**src/rtl/mips_tb_pkg.sv**
```systemverilog
`default_nettype none
// ============================================================================
// Module      : mips_tb_pkg
// Description : Shared definitions for the MIPS run controller.
//               - run_state_t : controller FSM state encoding
//               - c_fail_*    : fail_code values reported on a failed run
//               - clamp_count : limits a requested entry count to the table depth
// Revision    : 1.0 - initial release
// ============================================================================
package mips_tb_pkg;

    typedef enum logic [2:0] {
        ST_IDLE = 3'd0,
        ST_HOLD = 3'd1,
        ST_RUN  = 3'd2,
        ST_PASS = 3'd3,
        ST_FAIL = 3'd4
    } run_state_t;

    localparam logic [1:0] c_fail_none     = 2'd0;
    localparam logic [1:0] c_fail_mismatch = 2'd1;
    localparam logic [1:0] c_fail_timeout  = 2'd2;

    // A caller may ask for more entries than the table holds; the run then
    // checks the whole table and no more.
    function automatic int unsigned clamp_count(input int unsigned count,
                                                input int unsigned limit);
        return (count > limit) ? limit : count;
    endfunction

endpackage
`default_nettype wire

```
**src/rtl/mips_exp_table.sv**
```systemverilog
`default_nettype none
// ============================================================================
// Module      : mips_exp_table
// Description : Expected-writeback table. One synchronous write port, one
//               asynchronous read port. Contents are not reset, so a table
//               loaded once survives controller resets and reruns.
// Ports       : clk                         - clock
//               i_we / i_widx               - write strobe and entry index
//               i_waddr / i_wdata           - register address / value stored
//               i_ridx                      - read index (match pointer)
//               o_raddr / o_rdata           - entry at i_ridx
// Revision    : 1.0 - initial release
// ============================================================================
module mips_exp_table #(
    parameter int DEPTH   = 16,
    parameter int RADDR_W = 5,
    parameter int DATA_W  = 32
) (
    input  logic                       clk,
    input  logic                       i_we,
    input  logic [$clog2(DEPTH)-1:0]   i_widx,
    input  logic [RADDR_W-1:0]         i_waddr,
    input  logic [DATA_W-1:0]          i_wdata,
    input  logic [$clog2(DEPTH)-1:0]   i_ridx,
    output logic [RADDR_W-1:0]         o_raddr,
    output logic [DATA_W-1:0]          o_rdata
);

    logic [RADDR_W+DATA_W-1:0] r_mem [DEPTH];

    always_ff @(posedge clk) begin
        if (i_we) begin
            r_mem[i_widx] <= {i_waddr, i_wdata};
        end
    end

    assign {o_raddr, o_rdata} = r_mem[i_ridx];

endmodule
`default_nettype wire

```
**src/rtl/mips_run_ctrl.sv**
```systemverilog
`default_nettype none
// ============================================================================
// Module      : mips_run_ctrl
// Description : Run controller for a MIPS pipeline under test. Holds the core
//               in reset, releases it for a bounded run, and checks every
//               non-$0 register-file write against an ordered table of
//               expected (register, value) pairs. Reports pass / mismatch /
//               timeout with the table index at which the run stopped.
// Ports       : clk, reset (async, active low)
//               start                      - run request pulse
//               exp_we/exp_idx/exp_raddr/exp_rdata - table load (busy=0 only)
//               exp_count                  - entries to check (clamped to depth)
//               wb_valid/wb_addr/wb_data   - core register-file write port
//               core_reset                 - active-high reset to the core
//               busy, done, pass           - run status
//               fail_code                  - 0 none, 1 mismatch, 2 timeout
//               err_idx                    - table index at first failure
//               cycle_cnt                  - RUN cycles elapsed, saturating
// Revision    : 1.0 - initial release
// ============================================================================
module mips_run_ctrl
    import mips_tb_pkg::*;
#(
    parameter int DATA_W       = 32,
    parameter int RADDR_W      = 5,
    parameter int EXP_DEPTH    = 16,
    parameter int HOLD_CYCLES  = 1,
    parameter int CYCLE_BUDGET = 20
) (
    input  logic                         clk,
    input  logic                         reset,
    input  logic                         start,
    input  logic                         exp_we,
    input  logic [$clog2(EXP_DEPTH)-1:0] exp_idx,
    input  logic [RADDR_W-1:0]           exp_raddr,
    input  logic [DATA_W-1:0]            exp_rdata,
    input  logic [$clog2(EXP_DEPTH):0]   exp_count,
    input  logic                         wb_valid,
    input  logic [RADDR_W-1:0]           wb_addr,
    input  logic [DATA_W-1:0]            wb_data,
    output logic                         core_reset,
    output logic                         busy,
    output logic                         done,
    output logic                         pass,
    output logic [1:0]                   fail_code,
    output logic [$clog2(EXP_DEPTH)-1:0] err_idx,
    output logic [15:0]                  cycle_cnt
);

    localparam int c_idx_w  = $clog2(EXP_DEPTH);
    localparam int c_cnt_w  = c_idx_w + 1;
    localparam int c_hold_w = (HOLD_CYCLES > 1) ? $clog2(HOLD_CYCLES) : 1;
    localparam logic [c_hold_w-1:0] c_hold_last = c_hold_w'(HOLD_CYCLES - 1);

    run_state_t            r_state;
    logic [c_hold_w-1:0]   r_hold_cnt;
    logic [c_cnt_w-1:0]    r_ptr;
    logic [c_cnt_w-1:0]    r_count;
    logic [15:0]           r_cycle_cnt;
    logic                  r_core_reset;
    logic                  r_busy;
    logic                  r_done;
    logic                  r_pass;
    logic [1:0]            r_fail_code;
    logic [c_idx_w-1:0]    r_err_idx;

    logic [RADDR_W-1:0]    w_exp_addr;
    logic [DATA_W-1:0]     w_exp_data;
    logic [c_cnt_w-1:0]    w_count_clamped;
    logic                  w_wb_active;
    logic                  w_match;
    logic [c_cnt_w-1:0]    w_ptr_inc;
    logic                  w_last;
    logic [15:0]           w_cnt_inc;
    logic                  w_budget_hit;

    // The table is frozen while a run is in progress so the reference data
    // cannot move under the comparison.
    mips_exp_table #(
        .DEPTH   (EXP_DEPTH),
        .RADDR_W (RADDR_W),
        .DATA_W  (DATA_W)
    ) u_exp_table (
        .clk     (clk),
        .i_we    (exp_we && !r_busy),
        .i_widx  (exp_idx),
        .i_waddr (exp_raddr),
        .i_wdata (exp_rdata),
        .i_ridx  (r_ptr[c_idx_w-1:0]),
        .o_raddr (w_exp_addr),
        .o_rdata (w_exp_data)
    );

    assign w_count_clamped = c_cnt_w'(clamp_count(unsigned'(32'(exp_count)),
                                                  unsigned'(EXP_DEPTH)));

    // Writes to $0 are architectural no-ops and are not part of the trace.
    assign w_wb_active  = wb_valid && (wb_addr != '0);
    assign w_match      = (wb_addr == w_exp_addr) && (wb_data == w_exp_data);
    assign w_ptr_inc    = r_ptr + c_cnt_w'(1);
    assign w_last       = (w_ptr_inc == r_count);
    assign w_cnt_inc    = (r_cycle_cnt == 16'hFFFF) ? r_cycle_cnt
                                                    : r_cycle_cnt + 16'd1;
    assign w_budget_hit = ({16'd0, w_cnt_inc} >= unsigned'(32'(CYCLE_BUDGET)));

    always_ff @(posedge clk or negedge reset) begin
        if (!reset) begin
            r_state      <= ST_IDLE;
            r_hold_cnt   <= '0;
            r_ptr        <= '0;
            r_count      <= '0;
            r_cycle_cnt  <= '0;
            r_core_reset <= 1'b1;
            r_busy       <= 1'b0;
            r_done       <= 1'b0;
            r_pass       <= 1'b0;
            r_fail_code  <= c_fail_none;
            r_err_idx    <= '0;
        end else begin
            case (r_state)
                ST_IDLE, ST_PASS, ST_FAIL: begin
                    if (start) begin
                        r_state      <= ST_HOLD;
                        r_hold_cnt   <= '0;
                        r_ptr        <= '0;
                        r_count      <= w_count_clamped;
                        r_cycle_cnt  <= '0;
                        r_core_reset <= 1'b1;
                        r_busy       <= 1'b1;
                        r_done       <= 1'b0;
                        r_pass       <= 1'b0;
                        r_fail_code  <= c_fail_none;
                        r_err_idx    <= '0;
                    end
                end

                ST_HOLD: begin
                    if (r_hold_cnt == c_hold_last) begin
                        if (r_count == '0) begin
                            // Nothing to check: pass without releasing the core.
                            r_state <= ST_PASS;
                            r_busy  <= 1'b0;
                            r_done  <= 1'b1;
                            r_pass  <= 1'b1;
                        end else begin
                            r_state      <= ST_RUN;
                            r_core_reset <= 1'b0;
                        end
                    end else begin
                        r_hold_cnt <= r_hold_cnt + c_hold_w'(1);
                    end
                end

                ST_RUN: begin
                    r_cycle_cnt <= w_cnt_inc;
                    // The match test comes first so a final match on the
                    // budget cycle still counts as a pass.
                    if (w_wb_active && w_match) begin
                        r_ptr <= w_ptr_inc;
                        if (w_last) begin
                            r_state      <= ST_PASS;
                            r_core_reset <= 1'b1;
                            r_busy       <= 1'b0;
                            r_done       <= 1'b1;
                            r_pass       <= 1'b1;
                        end else if (w_budget_hit) begin
                            r_state      <= ST_FAIL;
                            r_core_reset <= 1'b1;
                            r_busy       <= 1'b0;
                            r_done       <= 1'b1;
                            r_fail_code  <= c_fail_timeout;
                            r_err_idx    <= w_ptr_inc[c_idx_w-1:0];
                        end
                    end else if (w_wb_active) begin
                        r_state      <= ST_FAIL;
                        r_core_reset <= 1'b1;
                        r_busy       <= 1'b0;
                        r_done       <= 1'b1;
                        r_fail_code  <= c_fail_mismatch;
                        r_err_idx    <= r_ptr[c_idx_w-1:0];
                    end else if (w_budget_hit) begin
                        r_state      <= ST_FAIL;
                        r_core_reset <= 1'b1;
                        r_busy       <= 1'b0;
                        r_done       <= 1'b1;
                        r_fail_code  <= c_fail_timeout;
                        r_err_idx    <= r_ptr[c_idx_w-1:0];
                    end
                end

                default: begin
                    r_state      <= ST_IDLE;
                    r_core_reset <= 1'b1;
                    r_busy       <= 1'b0;
                end
            endcase
        end
    end

    assign core_reset = r_core_reset;
    assign busy       = r_busy;
    assign done       = r_done;
    assign pass       = r_pass;
    assign fail_code  = r_fail_code;
    assign err_idx    = r_err_idx;
    assign cycle_cnt  = r_cycle_cnt;

endmodule
`default_nettype wire

```
**config.mk**
```make
export PLATFORM = sky130hd
export DESIGN_NAME = mips_run_ctrl
export DESIGN_NICKNAME = d
export VERILOG_FILES = /design/src/rtl/mips_tb_pkg.sv /design/src/rtl/mips_exp_table.sv /design/src/rtl/mips_run_ctrl.sv
export SDC_FILE = /design/constraint.sdc
export NUM_CORES = 1
export LEC_CHECK = 0
export ABC_CLOCK_PERIOD_IN_PS = 7800
export BUFFER_PORTS_ARGS = -buffer_cell sky130_fd_sc_hd__buf_2
export CAP_MARGIN = 20
export CORE_ASPECT_RATIO = 1.25
export CORE_MARGIN = 2
export CORE_UTILIZATION = 45
export DETAILED_ROUTE_END_ITERATION = 10
export SKIP_LAST_GASP = 1
export SYNTH_ARGS = -nofsm -noshare
export SYNTH_HDL_FRONTEND = slang
export SYNTH_SLANG_ARGS = --single-unit
```
**constraint.sdc**
```tcl
create_clock -name clk -period 7.8 [get_ports clk]
set_input_delay 1.17 -clock clk [delete_from_list [all_inputs] [get_ports clk]]
set_output_delay 1.17 -clock clk [all_outputs]
set_load 0.05 [all_outputs]
```
# Word-level counts from Yosys, hierarchy flattened

Memory sizes are Yosys's and may differ from the RTL's.
Cells that the tools add are included.

Reduce and logical (&&, ||, !) cells: 23
Equality and inequality tests: 17
Add/subtract/negate cells: 3
Muxes and demuxes: 58
$lt $le $gt $ge: 2

Operators by type and width:

| kind                    | count |
|---|---|
| $eq A32 B32 Y1          | 1 |
| $mux W16                | 2 |
| $pmux W16 S2            | 1 |
| $mux W1                 | 26 |
| $mux W4                 | 6 |
| $mux W3                 | 6 |
| $add A16 B1 Y16 const B | 1 |
| $eq A16 B16 Y1 const B  | 1 |
| $ge A16 B5 Y1 const B   | 1 |
| $mux W5                 | 3 |
| $ne A2 B2 Y1 const B    | 6 |
| $pmux W1 S3             | 4 |
| $reduce_and A3 Y1       | 4 |
| $eq A5 B5 Y1            | 2 |
| $mux W2                 | 5 |
| $pmux W5 S2             | 1 |
| $ne A3 B3 Y1 const B    | 3 |
| $pmux W3 S3             | 1 |
| $pmux W4 S2             | 1 |
| $reduce_and A2 Y1       | 4 |
| $eq A3 B2 Y1 const B    | 2 |
| $reduce_and A6 Y1       | 1 |
| $add A5 B1 Y5 const B   | 1 |
| $gt A5 B5 Y1 const B    | 1 |
| other kinds (15)        | 19 |

RAM bits: 592
Input bits: 88
Memories kept: 1
Register bits: 40
Word-level logic and storage cells: 115

Memories:

| name              | depth | bits a word | read ports | clocked after memory_dff | wr ports | RTL line             | text |
|---|---|---|---|---|---|---|---|
| u_exp_table.r_mem | 16    | 37          | 1          | 0                        | 1        | mips_exp_table.sv:29 | `logic [RADDR_W+DATA_W-1:0] r_mem [DEPTH];` |

# Longest topological paths before layout

Gate-level depths: netlist of the first run.

Depth in word-level cells: 7
Mapped depth: 16
Mapped depth without buffers: 11

# By module

From an unflattened synthesis of the first run, not the netlist that was laid out.

Cells, all modules: 1288
Area total of the unflattened synthesis: 25233.0 um2

Modules (own cells, without submodules):

| module         | area an instance (um2) | times used | cells an instance |
|---|---|---|---|
| mips_exp_table | 22201.3                | 1          | 926 |
| mips_run_ctrl  | 3031.7                 | 1          | 362 |

# Least setup slack after synthesis of the first run

Ideal clock, no wire load.

Path kind: input -> register
From: input exp_we
To: memory u_exp_table.r_mem[4][0] (netlist bit), enable pin
Stages: 3
Data required time: 7.322 ns
Setup time: 0.478 ns
Buffers on the path: 0
Data arrival time: 4.263 ns
Path slack: 3.059 ns
Cell sequence: nand2_1 or3b_2 nor3_1

Longest elaborated chain between the ends: 3

Ends and longest elaborated chain:

| what                          | RTL line             | text |
|---|---|---|
| from (decl)                   | mips_run_ctrl.sv:33  | `input logic exp_we,` |
| $logic_and A1 B1 Y1           | mips_run_ctrl.sv:85  | `.i_we (exp_we && !r_busy),` |
| $mux W1                       | mips_exp_table.sv:32 | `if (i_we) begin` |
| $mux W1 (implied by the code) | mips_exp_table.sv:33 | `r_mem[i_widx] <= {i_waddr, i_wdata};` |
| to (decl)                     | mips_exp_table.sv:29 |  |

Every way passes these cells.

# Worst setup path in the final report of the first run

From: register r_ptr[0]
To: register r_err_idx[1], in the netlist err_idx[1]

Longest elaborated chain between the ends: 6
Elaborated cells on any way between the ends: 14
Those cells by class: add/sub: 1; eq/ne: 5; mux: 4; reduce/logical: 3; memory: 1

Ends and longest elaborated chain:

| what                                                              | RTL line             | text |
|---|---|---|
| from (decl)                                                       | mips_run_ctrl.sv:57  | `logic [c_cnt_w-1:0] r_ptr;` |
| from (signal assigned)                                            | mips_run_ctrl.sv:159 | `r_ptr <= w_ptr_inc;` |
| $mem_v2 Z16 W37                                                   | -                    |  |
| $eq A32 B32 Y1 or $eq A5 B5 Y1 (tied branches)                    | mips_run_ctrl.sv:99  | `assign w_match = (wb_addr == w_exp_addr) && (wb_data == w_exp_data);` |
| $logic_and A1 B1 Y1                                               | mips_run_ctrl.sv:99  |  |
| $logic_and A1 B1 Y1                                               | mips_run_ctrl.sv:158 | `if (w_wb_active && w_match) begin` |
| $ne A3 B3 Y1 (no source line) or $mux W4 (tied branches)          | -                    |  |
| $reduce_and A5 Y1 (no source line) or $pmux W4 S2 (tied branches) | -                    |  |
| to (signal assigned)                                              | mips_run_ctrl.sv:172 | `r_err_idx <= w_ptr_inc[c_idx_w-1:0];` |
| to (signal assigned)                                              | mips_run_ctrl.sv:180 | `r_err_idx <= r_ptr[c_idx_w-1:0];` |
| to (signal assigned)                                              | mips_run_ctrl.sv:187 | `r_err_idx <= r_ptr[c_idx_w-1:0];` |
| to (decl)                                                         | mips_run_ctrl.sv:65  | `logic [c_idx_w-1:0] r_err_idx;` |

Several ways; a longest one is shown, not always the timed one. The select of a mux whose other input is x is not followed.
A chain may end at the register's enable or synchronous reset.

==> results of run 1 <==
power by group:
group	switching, W	internal [W]
logic	0.000381	0.000169
registers	0.0000622	0.00379
clock network	0.00125	0.00185
total	0.00169	0.00581
metal layers:
metal | part of all wire | wire length [microns]
met5 | 0.00044 | 29
met3 | 0.049 | 3230
met2 | 0.51 | 33500
met4 | 0.033 | 2140
met1 | 0.41 | 26800
synthesized netlist by cell type, types with 4 or more instances:
| library cell | number |
|---|---|
| inv_1 | 12 |
| clkbuf_1 | 27 |
| a221o_1 | 6 |
| nor4_1 | 4 |
| a22o_1 | 24 |
| edfxtp_1 | 592 |
| mux4_2 | 56 |
| dfrtp_1 | 38 |
| a21oi_1 | 36 |
| a31oi_1 | 9 |
| xor2_1 | 17 |
| a21o_1 | 4 |
| a22oi_1 | 62 |
| a221oi_1 | 14 |
| mux2_2 | 5 |
| nand2b_1 | 16 |
| buf_6 | 20 |
| and2_1 | 7 |
| or3_1 | 10 |
| mux2i_1 | 194 |
| nand4_1 | 9 |
| nand3_1 | 21 |
| o21ai_1 | 4 |
| buf_8 | 6 |
| o21ai_0 | 36 |
| nor2_1 | 48 |
| nand2_1 | 81 |
| o22a_1 | 4 |
| nor2b_1 | 13 |
| buf_2 | 19 |
| xnor2_1 | 22 |
| o211ai_1 | 6 |
| o21a_1 | 5 |
| buf_4 | 5 |
| nor3_1 | 23 |
| a211oi_1 | 9 |
| o22ai_1 | 8 |
| and3_1 | 15 |
per-stage QoR:
step	setup slack, ns	instances	utilization	power, W
2_1_floorplan	3.06	1554	-	0.00425
3_3_place_gp	2.63	2376	0.477	0.00446
3_5_place_dp	2.69	2377	0.477	0.00447
4_1_cts	2.60	2486	0.513	0.00755
5_1_grt	2.44	2487	0.513	0.00773
6_report	2.66	2489	0.513	0.00750
sequential cells by signal (all words and copies together), names as in the netlist, 2 cells and up:
register,count
cycle_cnt,16
err_idx,4
fail_code,2
r_count,5
r_ptr,5
r_state,3
u_exp_table.r_mem,592
cells by family (layout without fill, tap and decap cells):
group	count (synthesis)	count (layout)	share of synthesized area
flops	631	631	0.713
simple gates	276	276	0.0549
compound gates	258	258	0.0711
mux	255	255	0.124
buf+inv	93	268	0.0232
xor+xnor	39	39	0.0130
fa+ha+maj	2	2	0.000951
other cells	0	3	0
layout make-up:
class                      instances  area (sq um)  share of cell area
antenna                            3          7.51            0.000252
clock buffer                      65          1500              0.0503
clock inverter                    44           584              0.0196
inverter                          13          48.8             0.00164
multi-input combinational        830          7100               0.238
sequential                       631         18800               0.630
tap                              757           947              0.0318
timing repair buffer             146           836              0.0281
path summary, 6_finish.rpt:
check,end,slack [ns],depth (start not counted)
min,err_idx[1],0.50,1
max,err_idx[1],2.66,11
max reg2reg,err_idx[1],2.66,11
min reg2reg,err_idx[1],0.50,1
min in group asynchronous,cycle_cnt[1],0.68,1
max in group asynchronous,r_ptr[1],6.43,1
worst max-delay path, delay by kind of cell, from the launching register on:
family | cells | cell delay (ns)
buffers and inverters | 1 | 0.48
DFF | 1 | 0.92
AOI/OAI and AO/OA | 4 | 1.07
xor gates and xnor gates | 1 | 0.13
and+or+nand+nor | 2 | 0.94
muxes | 3 | 1.27
==> metrics.md, run 1 <==
| Metric | Value |
|---|---|
| Outcome | `finished, final reports clean` |
| Routing usage on met3 | `0.0316` |
| Origin of the worst setup path | `r_ptr[0]` |
| Layout cells sized above 1 | `0.199` |
| Power density cells | `252 nW/um^2` |
| Starting Density | `0.453` |
| DR DRC count | `0` |
| Worst-margin pin slew | `1.05 ns` |
| Area Growth Syn to Fin | `13.2%` |
| Iteration-0 DRC Markers | `1,417` |
| Routed vias/inst | `5.90` |
| Routability Congestion | `0.866` |
| Mapped Nets | `1,644` |
| Post-synthesis sequential area ratio | `0.713` |
| Ys Warns | `0` |
| Post-DP Area | `27,700 sq um` |
| Hold Buf Count CTS | `0` |
| Overall routing resource usage | `0.218` |
| DR WL/cell | `26.4 microns` |
| Setup TNS | `0 ns` |
| Io pins | `114` |
| GRT overflow | `0` |
| Period minus WS final | `5.14 ns` |
| CP Capture Type | `flop` |
| Die height | `274 microns` |
| Tightest Hold Check Type | `reg -> reg` |
| Fill cell count | `4,667` |
| Worst path required time | `8.30 ns` |
| Core Area | `58,100 sq um` |
| First-pass GRT wire length | `95,500 microns` |
| WS Path Type | `reg -> reg` |
| Max-slew violation count | `0` |
| Library cells used by synthesis | `81` |
| Clk Latency, worst-skew pair | `0.63 ns` |
| Most common cell after layout, fill and taps aside | `edfxtp_1` |
| Most frequent cells in the layout | `592 x edfxtp_1, 194 x mux2i_1, 114 x buf_2` |
| Fmax | `195 MHz` |
| Post-DRT Antenna Nets | `0` |
| Design area | `29,800 sq um` |
| Max_cap viols | `0` |
| Area contributors post-synth | `edfxtp_1 68%, mux2i_1 7.4%, mux4_2 4.8%` |
| Cts repair resizes | `0` |
| Port buffer count | `113` |
| CTS Buf Count | `59` |
| Setup bufs post-CTS | `0` |
| Final Skew | `0.0205 ns` |
| Avg Inst Size Synth | `16.9 sq um` |
| Most common flop cell mapped by yosys | `edfxtp_1` |
| Die area | `60,400 sq um` |
| Routing usage on met1 | `0.281` |
| Final setup vio count | `0` |
| Largest area contributor in the netlist | `edfxtp_1` |
| Max stage delay on crit path | `0.92 ns` |
| Final hold slack | `0.499 ns` |
| Nets | `1,771` |
| Vias | `14,685` |
| Synthesis-stage register bit count | `631` |
| Final Hold Vio Count | `0` |
| Crit path cell chain | `buf_12, mux4_2, mux2i_1, xnor2_1, nor3_1, a31oi_1, a2111o_1, nor4_4, a211oi_1, a31oi_4, mux2_2` |
| Vias in the first global route | `14,486` |
| Clk pin slew, worst setup/hold paths | `0.06 ns` |
| Post-DP HPWL | `37,100 microns` |
| Num rows | `99` |
| Cells after Synth | `1,554` |
| Synthesized area | `26,300 sq um` |
| Largest net degree at the start of global routing | `105` |
| Peak supply drop | `0.182 mV` |
| CTS sink cnt | `631` |
| H-tree Lvls | `2` |
| Crit-path max FO | `80` |
| Post-synth EDFFs | `592` |
| Root Driver | `clkbuf_16` |
| Hold Crit Start | `err_idx[1]` |
| TritonCTS clock tree | `built` |
| Origin of the critical flop-to-flop path | `r_ptr[0]` |
| DR pass1 iterations | `6` |
| Detailed Route WL | `65,700 microns` |
| RSZ-0062 raised after global routing | `no` |
| Top Usage Layer GRT | `met2` |
| Longest Clk Path Bufs | `3` |
| Relative slew margins | `0.297` |
| Synth top area share | `0.676` |
| M2 GR Usage | `0.376` |
| Final period util | `0.659` |
| Slowest cell on crit path | `dfrtp_4` |
| Die Width | `220 microns` |
| FFs w/ async S/R, synth | `0.0618` |
| Antenna violations before repair | `6` |
| Lkg Pwr | `9.53 nW` |
| Data arrival, critical path | `5.64 ns` |
| Crit start category | `flop` |
Power figures use the tool's default switching activity.
==> run 2: changes to the inputs <==
--- a/config.mk
+++ b/config.mk
@@ -5,7 +5,8 @@
 export SDC_FILE = /design/constraint.sdc
 export NUM_CORES = 1
 export LEC_CHECK = 0
-export ABC_CLOCK_PERIOD_IN_PS = 7800
+export ABC_AREA = 1
+export ABC_CLOCK_PERIOD_IN_PS = 5400
 export BUFFER_PORTS_ARGS = -buffer_cell sky130_fd_sc_hd__buf_2
 export CAP_MARGIN = 20
 export CORE_ASPECT_RATIO = 1.25
==> constraint.sdc (replaced) <==
create_clock -name clk -period 5.4 [get_ports clk]
set_input_delay 0.81 -clock clk [delete_from_list [all_inputs] [get_ports clk]]
set_output_delay 0.81 -clock clk [all_outputs]
set_load 0.05 [all_outputs]
==> metrics.md, run 2 <==
| Metric | Value |
|---|---|
| Routability Congestion | `0.865 (was 0.866)` |
| Period minus WS final | `3.88 ns (was 5.14 ns)` |
| Clk pin slew, worst setup/hold paths | `0.06 ns (about the same)` |
| Nets | `2,955 (was 1,771)` |
| DR DRC count | `0 (unchanged)` |
| Synth top area share | `0.634 (was 0.676)` |
| Fmax | `258 MHz (was 195 MHz)` |
| Synthesized area | `28,000 sq um (was 26,300 sq um)` |
| Routed vias/inst | `5.38 (was 5.90)` |
| Routing usage on met1 | `0.324 (was 0.281)` |
| Area contributors post-synth | `edfxtp_1 63%, nand2_1 12%, nand3_1 6.8% (was edfxtp_1 68%, mux2i_1 7.4%, mux4_2 4.8%)` |
| Tightest Hold Check Type | `in -> async (was reg -> reg)` |
| Main combinational cell family by area after synthesis | `simple AND/OR/NAND/NOR gates (was multiplexers)` |
| Cell with the most instances after synthesis | `nand2_1 (was edfxtp_1)` |
| Io pins | `114 (unchanged)` |
| Synthesis-stage register bit count | `631 (unchanged)` |
| Routing usage on met3 | `0.0371 (was 0.0316)` |
| Max reg flops | `592 (unchanged)` |
| Origin of the critical flop-to-flop path | `r_ptr[1] (was r_ptr[0])` |
| Num rows | `102 (was 99)` |
| Largest net degree at the start of global routing | `117 (was 105)` |
| Synth Area in Compound Gates | `0.0316 (was 0.0711)` |
| Post-DP HPWL | `46,300 microns (was 37,100 microns)` |
| TritonCTS clock tree | `built (unchanged)` |
| Vias in the first global route | `19,318 (was 14,486)` |
| GRT overflow | `0 (unchanged)` |
| Non-filler instance count after layout | `3,745 (was 2,489)` |
| R2R setup slack | `1.52 ns (was 2.66 ns)` |
| Peak supply drop | `0.214 mV (was 0.182 mV)` |
| CTS Buf Count | `67 (was 59)` |
| Setup bufs post-CTS | `0 (unchanged)` |
| Terminus of the critical flop-to-flop path | `r_ptr[0] (was err_idx[1])` |
| Layout cells sized above 1 | `0.102 (was 0.199)` |
| Setup TNS | `0 ns (unchanged)` |
| Storage element area | `18,800 sq um (about the same)` |
| Crit-path max FO | `110 (was 80)` |
| CP Capture Type | `flop (unchanged)` |
| Final Skew | `0.0161 ns (was 0.0205 ns)` |
| Max-slew violation count | `0 (unchanged)` |
| Post-synthesis sequential area ratio | `0.669 (was 0.713)` |
| Mux cell area share after synthesis | `0 (was 0.124)` |
| Lkg Pwr | `12.8 nW (was 9.53 nW)` |
| Cells after Synth | `2,761 (was 1,554)` |
| Avg Inst Size Synth | `10.2 sq um (was 16.9 sq um)` |
| Power density cells | `379 nW/um^2 (was 252 nW/um^2)` |
| Library cells used by synthesis | `41 (was 81)` |
| Fill cell count | `5,574 (was 4,667)` |
| Antenna violations before repair | `5 (was 6)` |
| Largest area contributor in the netlist | `edfxtp_1 (unchanged)` |
| Die area | `64,400 sq um (was 60,400 sq um)` |
| Area occupied by multi-input gates | `7670 sq um (was 7100 sq um)` |
| Clk Latency, worst-skew pair | `0.60 ns (was 0.63 ns)` |
| DR pass1 iterations | `5 (was 6)` |
| CTS sink cnt | `631 (unchanged)` |
| Post-DRT Antenna Nets | `0 (unchanged)` |
| Vias | `20,144 (was 14,685)` |
| Biggest register | `u_exp_table.r_mem (unchanged)` |
| Die height | `283 microns (was 274 microns)` |
| Area Growth Syn to Fin | `12.7% (was 13.2%)` |
| Final period util | `0.718 (was 0.659)` |
| Most common flop cell mapped by yosys | `edfxtp_1 (unchanged)` |
| Starting Density | `0.454 (was 0.453)` |
| RSZ-0062 raised after global routing | `no (unchanged)` |
| Data arrival, critical path | `4.36 ns (was 5.64 ns)` |
| Overall routing resource usage | `0.247 (was 0.218)` |
| FFs w/ async S/R, synth | `0.0618 (unchanged)` |
| Outcome | `finished, final reports clean (unchanged)` |
| First-pass GRT wire length | `118,000 microns (was 95,500 microns)` |
| Port buffer count | `113 (unchanged)` |
| Most frequent cells in the layout | `903 x nand2_1, 592 x edfxtp_1, 380 x nand3_1 (was 592 x edfxtp_1, 194 x mux2i_1, 114 x buf_2)` |
| Post-layout util | `0.512 (was 0.513)` |
| Ys Warns | `0 (unchanged)` |
| Crit start category | `flop (unchanged)` |
| Core Area | `61,800 sq um (was 58,100 sq um)` |
| DR WL/cell | `21.1 microns (was 26.4 microns)` |
| Hold Buf Count CTS | `0 (unchanged)` |
| Relative slew margins | `0.254 (was 0.297)` |
| Post-synthesis adder-cell area fraction | `0.000892 (was 0.000951)` |
| Max_cap viols | `0 (unchanged)` |
| Final setup vio count | `0 (unchanged)` |
| Cts repair resizes | `0 (unchanged)` |
| Iteration-0 DRC Markers | `1,792 (was 1,417)` |
| R2R cell count | `16 (was 11)` |
| Root Driver | `clkbuf_16 (unchanged)` |
| Mapped Nets | `2,851 (was 1,644)` |
| Commonest cells post-synth | `903 x nand2_1, 592 x edfxtp_1, 380 x nand3_1 (was 592 x edfxtp_1, 194 x mux2i_1, 81 x nand2_1)` |
| M2 GR Usage | `0.416 (was 0.376)` |
| Post-synthesis simple-gate area fraction | `0.233 (was 0.0549)` |
| Synth Area in XOR/XNOR | `0.00344 (was 0.0130)` |
| Longest Clk Path Bufs | `3 (unchanged)` |
| Detailed Route WL | `79,000 microns (was 65,700 microns)` |
| Top Usage Layer GRT | `met2 (unchanged)` |
| Worst path required time | `5.88 ns (was 8.30 ns)` |
| H-tree Lvls | `3 (was 2)` |
| Placed insts | `3,628 (was 2,377)` |
| Worst-margin pin slew | `1.12 ns (was 1.05 ns)` |
| WS Path Type | `reg -> reg (unchanged)` |
| Most common cell after layout, fill and taps aside | `nand2_1 (was edfxtp_1)` |
| Final Hold Vio Count | `0 (unchanged)` |
| Post-synth EDFFs | `592 (unchanged)` |
| Die Width | `227 microns (was 220 microns)` |
[run 2: cell families (layout without fill, tap and decap cells)]
kind of cell | after synthesis | after routing
AND/OR/NAND/NOR | 1581 | 1581
flip-flops | 631 | 631
buffers and inverters | 381 | 531
AO/OA/AOI/OAI | 155 | 155
XOR/XNOR | 11 | 11
adder cells (fa/ha/maj) | 2 | 2
other | 0 | 2
[run 2: metal layers]
metal	wire, microns	part of all wire	vias up
met2	39100	0.49	755
li1	-	-	9407
met1	32100	0.41	9819
met3	5240	0.066	155
met5	53	0.00067	-
met4	2480	0.031	8
[run 2: per-stage QoR]
| stage | worst slack, ns | area [sq um] | total power (W) | hold WS (ns) |
|---|---|---|---|---|
| detailed placement | 1.63 | 29500 | 0.00756 | 0.456 |
| finish | 1.52 | 31600 | 0.0120 | 0.346 |
| global route | 1.21 | 31600 | 0.0125 | 0.389 |
| CTS | 1.59 | 31600 | 0.0121 | 0.340 |
| global placement | 1.69 | 29400 | 0.00752 | 0.468 |
| floorplan | 2.23 | 28000 | 0.00704 | 0.472 |
[run 2: area by class of cell]
type / instances / area share
flip-flops and latches: 631 / 0.594
well taps: 832 / 0.0329
clock inverters: 33 / 0.00981
clock buffers: 82 / 0.0575
diodes: 2 / 0.000158
inverters: 254 / 0.0306
repair buffers: 162 / 0.0329
multi-input cells: 1749 / 0.243
[run 2: how the worst max path moves through the flow]
stage / start / end / slack, ns / cells after the start
after global routing: r_ptr[1] / r_ptr[0] / 1.21 / 16
final: r_ptr[1] / r_ptr[0] / 1.52 / 16
after CTS: r_ptr[1] / r_ptr[0] / 1.59 / 16
after floorplan: exp_we / u_exp_table.r_mem[12][0] / 2.23 / 4
after global placement: r_ptr[0] / r_ptr[0] / 1.69 / 16
after detailed placement: r_ptr[1] / r_ptr[0] / 1.63 / 14
[run 2: report_power, final]
part	internal, W	total [W]	leakage [nW]	switching, W
clock network	0.00267	0.00452	1.05	0.00185
logic	0.000522	0.00188	5.86	0.00136
registers	0.00550	0.00559	5.85	0.0000846
[run 2: worst max-delay path, cell delays in order, from the launching register on]
cell	delay, ns
dfrtp_4	0.63
inv_8	0.55
buf_4	0.43
nor2_1	0.11
o21ai_0	0.12
nand3_1	0.11
nand3_1	0.11
nand2_1	0.06
nand2_1	0.11
nand2_1	0.06
nor2_1	0.09
nand2_1	0.07
nor2_1	0.31
nand3_1	0.23
o21bai_1	0.24
nand2_1	0.17
o21a_1	0.24
